### src/rtl/multicycle_control.sv
// Multi-cycle MIPS sequencing controller: a Moore FSM that walks one instruction
// through fetch/decode/execute/memory/writeback and stalls on the memory handshake.
module multicycle_control #(
    parameter int CNT_W = 16
) (
    input  logic             clk,
    input  logic             rst_n,
    input  logic             run,
    input  logic [5:0]       opcode,
    input  logic             mem_ready,
    output logic             PCWrite,
    output logic             PCWriteCond,
    output logic             PCWriteCondNe,
    output logic             IorD,
    output logic             MemRead,
    output logic             MemWrite,
    output logic             IRWrite,
    output logic             MemtoReg,
    output logic             RegDst,
    output logic             RegWrite,
    output logic             ALUSrcA,
    output logic [1:0]       ALUSrcB,
    output logic [2:0]       ALUOp,
    output logic [1:0]       PCSource,
    output logic             illegal_op,
    output logic [CNT_W-1:0] retired,
    output logic [3:0]       state
);

    typedef enum logic [3:0] {
        IDLE      = 4'd0,
        FETCH     = 4'd1,
        DECODE    = 4'd2,
        MEM_ADDR  = 4'd3,
        MEM_READ  = 4'd4,
        MEM_WB    = 4'd5,
        MEM_WRITE = 4'd6,
        EXECUTE   = 4'd7,
        ALU_WB    = 4'd8,
        BRANCH    = 4'd9,
        JUMP      = 4'd10
    } state_t;

    localparam logic [5:0] OP_RTYPE = 6'b000000;
    localparam logic [5:0] OP_J     = 6'b000010;
    localparam logic [5:0] OP_BEQ   = 6'b000100;
    localparam logic [5:0] OP_BNE   = 6'b000101;
    localparam logic [5:0] OP_LW    = 6'b100011;
    localparam logic [5:0] OP_SW    = 6'b101011;

    state_t cur_state;
    state_t nxt_state;
    logic   instr_end;
    logic   bad_op;

    // Next-state logic; every instruction-ending state funnels through instr_end
    // so that run is sampled in exactly one place per instruction.
    always_comb begin
        nxt_state = IDLE;
        instr_end = 1'b0;
        bad_op    = 1'b0;
        case (cur_state)
            IDLE:      nxt_state = run ? FETCH : IDLE;
            FETCH:     nxt_state = mem_ready ? DECODE : FETCH;
            DECODE: begin
                case (opcode)
                    OP_LW, OP_SW:   nxt_state = MEM_ADDR;
                    OP_RTYPE:       nxt_state = EXECUTE;
                    OP_BEQ, OP_BNE: nxt_state = BRANCH;
                    OP_J:           nxt_state = JUMP;
                    default: begin
                        bad_op    = 1'b1;
                        nxt_state = run ? FETCH : IDLE;
                    end
                endcase
            end
            MEM_ADDR:  nxt_state = (opcode == OP_SW) ? MEM_WRITE : MEM_READ;
            MEM_READ:  nxt_state = mem_ready ? MEM_WB : MEM_READ;
            MEM_WB:    instr_end = 1'b1;
            MEM_WRITE: begin
                if (mem_ready) instr_end = 1'b1;
                else           nxt_state = MEM_WRITE;
            end
            EXECUTE:   nxt_state = ALU_WB;
            ALU_WB:    instr_end = 1'b1;
            BRANCH:    instr_end = 1'b1;
            JUMP:      instr_end = 1'b1;
            default:   nxt_state = IDLE;
        endcase
        if (instr_end) nxt_state = run ? FETCH : IDLE;
    end

    always_ff @(posedge clk or negedge rst_n) begin
        if (!rst_n) begin
            cur_state  <= IDLE;
            illegal_op <= 1'b0;
            retired    <= '0;
        end else begin
            cur_state  <= nxt_state;
            illegal_op <= bad_op;
            if (instr_end) retired <= retired + CNT_W'(1);
        end
    end

    // Datapath controls decode from the state alone, except the fetch-complete
    // IR/PC loads which must follow mem_ready in the same cycle.
    always_comb begin
        PCWrite       = 1'b0;
        PCWriteCond   = 1'b0;
        PCWriteCondNe = 1'b0;
        IorD          = 1'b0;
        MemRead       = 1'b0;
        MemWrite      = 1'b0;
        IRWrite       = 1'b0;
        MemtoReg      = 1'b0;
        RegDst        = 1'b0;
        RegWrite      = 1'b0;
        ALUSrcA       = 1'b0;
        ALUSrcB       = 2'b00;
        ALUOp         = 3'b000;
        PCSource      = 2'b00;
        case (cur_state)
            FETCH: begin
                MemRead = 1'b1;
                ALUSrcB = 2'b01;
                ALUOp   = 3'b001;
                IRWrite = mem_ready;
                PCWrite = mem_ready;
            end
            DECODE: begin
                ALUSrcB = 2'b11;
                ALUOp   = 3'b001;
            end
            MEM_ADDR: begin
                ALUSrcA = 1'b1;
                ALUSrcB = 2'b10;
                ALUOp   = 3'b001;
            end
            MEM_READ: begin
                MemRead = 1'b1;
                IorD    = 1'b1;
            end
            MEM_WB: begin
                RegWrite = 1'b1;
                MemtoReg = 1'b1;
            end
            MEM_WRITE: begin
                MemWrite = 1'b1;
                IorD     = 1'b1;
            end
            EXECUTE: begin
                ALUSrcA = 1'b1;
                ALUOp   = 3'b100;
            end
            ALU_WB: begin
                RegWrite = 1'b1;
                RegDst   = 1'b1;
            end
            BRANCH: begin
                ALUSrcA       = 1'b1;
                ALUOp         = 3'b010;
                PCSource      = 2'b01;
                PCWriteCond   = (opcode == OP_BEQ);
                PCWriteCondNe = (opcode == OP_BNE);
            end
            JUMP: begin
                PCWrite  = 1'b1;
                PCSource = 2'b10;
            end
            default: ;
        endcase
    end

    assign state = cur_state;

endmodule
### config.mk
export PLATFORM = sky130hd
export DESIGN_NAME = multicycle_control
export DESIGN_NICKNAME = d
export VERILOG_FILES = /design/src/rtl/multicycle_control.sv
export SDC_FILE = /design/constraint.sdc
export NUM_CORES = 1
export LEC_CHECK = 0
export BUFFER_PORTS_ARGS = -buffer_cell sky130_fd_sc_hd__buf_2
export CAP_MARGIN = 20
export CORE_MARGIN = 3
export CORE_UTILIZATION = 53
export CTS_CLUSTER_DIAMETER = 80
export DETAILED_ROUTE_END_ITERATION = 6
export GPL_ROUTABILITY_DRIVEN = 0
export HOLD_SLACK_MARGIN = 0.06
export PLACE_DENSITY = 0.95
export SLEW_MARGIN = 10
export SYNTH_ARGS = -nofsm -noshare
export SYNTH_HDL_FRONTEND = slang
export SYNTH_SLANG_ARGS = --single-unit
### constraint.sdc
create_clock -name clk -period 2.6 [get_ports clk]
set_input_delay 0.13 -clock clk [delete_from_list [all_inputs] [get_ports clk]]
set_output_delay 0.13 -clock clk [all_outputs]
set_load 0.1 [all_outputs]
# --- After elaboration in Yosys (flattened, before gate mapping) ---
# Index checks and enable logic that the tools add are counted.
classes:
  reduce_logical: 11
  n_addsub: 1
  muxes: 26
  n_eq_ne: 15
ops:
  columns: ["operator", "count"]
  rows:
  - ["4-bit one-hot mux with 7 select lines", 1]
  - ["16-bit by 1-bit adder with 16-bit output (second input constant)", 1]
  - ["4-bit by 3-bit equality test with 1-bit output (second input constant)", 4]
  - ["4-bit one-hot mux with 4 select lines", 1]
  - ["1-bit two-way mux", 15]
  - ["4-bit equality test (second input constant)", 3]
  - ["6-bit by 3-bit equality test with 1-bit output (second input constant)", 2]
  - ["6-bit equality test (second input constant)", 2]
  - ["2-bit OR reduction", 5]
  - ["3-bit one-hot mux with 3 select lines", 1]
  - ["4-bit by 2-bit equality test with 1-bit output (second input constant)", 2]
  - ["6-bit by 2-bit equality test with 1-bit output (second input constant)", 1]
  - ["6-bit zero test", 1]
  - ["2-bit one-hot mux with 3 select lines", 1]
  - ["3-bit OR reduction", 2]
  - ["6-bit OR reduction", 1]
  - ["4-bit by 1-bit equality test with 1-bit output (second input constant)", 1]
  - ["4-bit zero test", 1]
  - ["2-bit two-way mux", 2]
  - ["4-bit two-way mux", 1]
  - ["1-bit one-hot mux with 2 select lines", 2]
  - ["2-bit one-hot mux with 2 select lines", 1]
  - ["4-bit OR reduction", 1]
  - ["3-bit two-way mux", 1]
word_totals:
  in_bits: 10
  wordCells: 56
  reg_bits: 21

# --- Longest topological paths before layout ---
depth:
  depth_word: 5
  depth_mapped: 6

# --- Worst setup path after synthesis ---
# No wires, ideal clock.
synth_path:
  path_kind: "register to output"
  from: "register cur_state[0], in the netlist state[0]"
  to: "output PCWriteCond"
  arrival_time_ns: 4.265
  path_slack_ns: -1.795
  path_stages_with_launch: 6
  cell_sequence: "dfrtp_1 > buf_2 > nand2b_1 > nor2_1 > nand3_1 > nor2_1"
synth_between:
  elab_chain_cells: 2
synth_lines:
  columns: ["item", "line_no", "text"]
  rows:
  - ["start: declaration", "51", "state_t cur_state;"]
  - ["start signal: assignment", "99", "cur_state <= nxt_state;"]
  - ["4-bit equality test", "122", "case (cur_state)"]
  - ["1-bit two-way mux", "122", null]
  - ["end: declaration", "12", "output logic PCWriteCond,"]
# Every way passes these cells.

# --- Worst setup path in the final report ---
layout_path:
  from: "register cur_state[2], in the netlist state[2]"
  to: "output PCWriteCond"
# Same word-level chain as after synthesis.

==> flow_summary.ini <==
[sta]
worst_pin_slew_ps = 572.0
slew_violations = 0
fin_crit_ps = 2319
finalSetupViolCount = 0
finalCritPeriodShare_pct = 89.19
max_freq_mhz = 431.2
rsz0062_at_grt = no
fin_tns_setup_ps = 0
skew_ps = 8.532
timing.slew.headroom_pct = 61.51
hold_violations = 0

[global_routing]
grt.overflow.total = 0
antenna_found_initial = 0
grt_pass1_wl_mm = 5.457
grt_usage_pct = 21.11
first_global_vias = 1166
grt_max_degree = 22

[detailed_routing]
drcViolationCount = 0
vias = 1324
drtPass1Iterations = 4
via_per_inst = 5.991
wirelength_mm = 3.290
wl_per_cell_um = 14.89
drtIter0Drc = 54
postRouteAntennaNets = 0

[floorplan]
rows = 17
coreArea_mm2 = 0.002297
die_area_mm2 = 0.003176
die_x_um = 56.36
die_h_um = 56.36
pin_count = 49
initial_utilization_pct = 58.50

[synthesis]
ys_warn_count = 0
async_flop_share_pct = 100.0
synth_top_cell_by_area = dfrtp_1
ys_seq_area_share_pct = 39.11
synthFlopType = dfrtp_1
syn_inst = 148
synth_edf_count = 0
ys_types = 41
synth_area_leaders = dfrtp_1 (39%), xnor2_1 (10%), nor2_1 (4.2%)
synth_top_cell_area_share_pct = 39.11
synth_area_mm2 = 0.001344
synthesis.nets = 159
postSynthAreaPerCell_um2 = 9.080
synth_seq_cells = 21

[min_path]
hp-start = opcode[1]
whs_endpoint = illegal_op
hp-class = in -> reg
min_path_cells = 3

[place]
io_buffers = 48
hpwl_mm = 2.584
dp.cells = 216

[setup_path]
cpPeakStageDelay_ps = 530
critPathMostFrequentCell = nor2_4
cp-start-kind = flop
crit_path_end_kind = primary output
worst-r2r-setup-slack_ps = 610
worstReg2RegStart = state[2]
crit_chain = nand2b_1, nor2_4, nand3_2, nor2_4, buf_2
path_delay_family = simple AND/OR/NAND/NOR gates
cp_slowest_cell = dfrtp_2
criticalPathCategory = reg -> out
path_buf_inv = 1
arrival_ps = 2190
r2r-end = retired[8]
cp_data_required_time_ps = 2470
r2r_cells = 5
path_max_fanout = 18

[clock_tree]
cts_resized = 0
htree_levels = 1
cts_setup_buffers = 0
cts_buffers = 3
root_buffer = clkbuf_4
cts_buffer_depth = 2
tritoncts = yes
clkTransAtPathRegs_ps = 110
cts-hold-fix-buffers = 1
cts.sink_count = 21
clk_latency_ps = 310

[finish]
fin_util_pct = 74.35
layout-drive-gt1-share_pct = 40.41
regArea_um2 = 533.0
diodes = 0
syn_to_final_growth_pct = 27.10
final_common_cell = buf_2
final_cell_mix = buf_2 (48), dfrtp_1 (17), xnor2_1 (16)
multi_input_area_um2 = 829.5
fin_cells = 221
nets = 205
nFillCells = 157

[status]
status = complete, no violations

[job]
cap_violations = 0
==> cell usage after synthesis (all sizes together) (2+ instances only) <==
library cell and number:
inv 4, nor2 15, a2111oi 2, buf 7, clkbuf 3, xnor2 16
nand2 5, o211ai 4, and3 2, and2 3, mux2 3, o21ai 5
or2 3, dfrtp 21, o2111ai 6, nand3b 3, and4 4, or3 2
a21oi 9, nand2b 7, nor3 6, nor2b 2, nand3 3
==> layout make-up <==
type                    count  area share (%)
clock inverters             1          0.4396
inverters                   4          0.8791
well taps                  28           2.051
clock buffers               3           1.319
flip-flops and latches     21           31.21
repair buffers             51           15.53
multi-input cells         113           48.57
==> cells by family (layout without fill, tap and decap cells) <==
group	Yosys count	count (layout)	share of synthesized area, %
simple gates	59	59	24.21
buf+inv	14	59	4.749
mux	3	3	2.514
compound gates	34	34	18.06
xor+xnor	16	16	10.43
flops	21	21	39.11
fa+ha+maj	1	1	0.9309
==> through the flow <==
step	setup WS, ps	hold WS [ps]	area (µm²)
2_1_floorplan	-2.051	-165.6	1428
3_3_place_gp	703.6	96.04	1668
3_5_place_dp	647.2	98.61	1668
4_1_cts	294.4	145.1	1708
5_1_grt	169.9	145.8	1708
6_report	281.0	145.7	1708
==> per-layer routing <==
metal / track usage (%) / vias up / wire length (µm)
met5: 0 / - / 0
met4: 6.102 / 0 / 47
met3: 3.678 / 7 / 178
met2: 32.22 / 53 / 1567
met1: 30.58 / 635 / 1496
li1: - / 629 / -
==> worst reg2reg max path: stages, from the launching register on <==
cell       delay [ps]
dfrtp_2           530
nand2b_1          410
a21oi_2           410
buf_4             220
o2111ai_1         160
xnor2_1           160
==> flip-flops by register name, indices dropped and copies added (netlist names) <==
signal,flops
retired,16
illegal_op,1
state,4
==> how the worst max path moves through the flow <==
| stage | cells after the start | startpoint | to |
|---|---|---|---|
| global route | 5 | state[2] | PCWriteCond |
| finish | 5 | state[2] | PCWriteCond |
| global placement | 5 | state[2] | PCWriteCondNe |
| floorplan | 3 | state[1] | MemWrite |
| CTS | 5 | state[2] | PCWriteCond |
| detailed placement | 5 | state[2] | retired[8] |
Power is not shown: default switching activity piles up to over one toggle a cycle in this logic, so the estimate is an artifact.
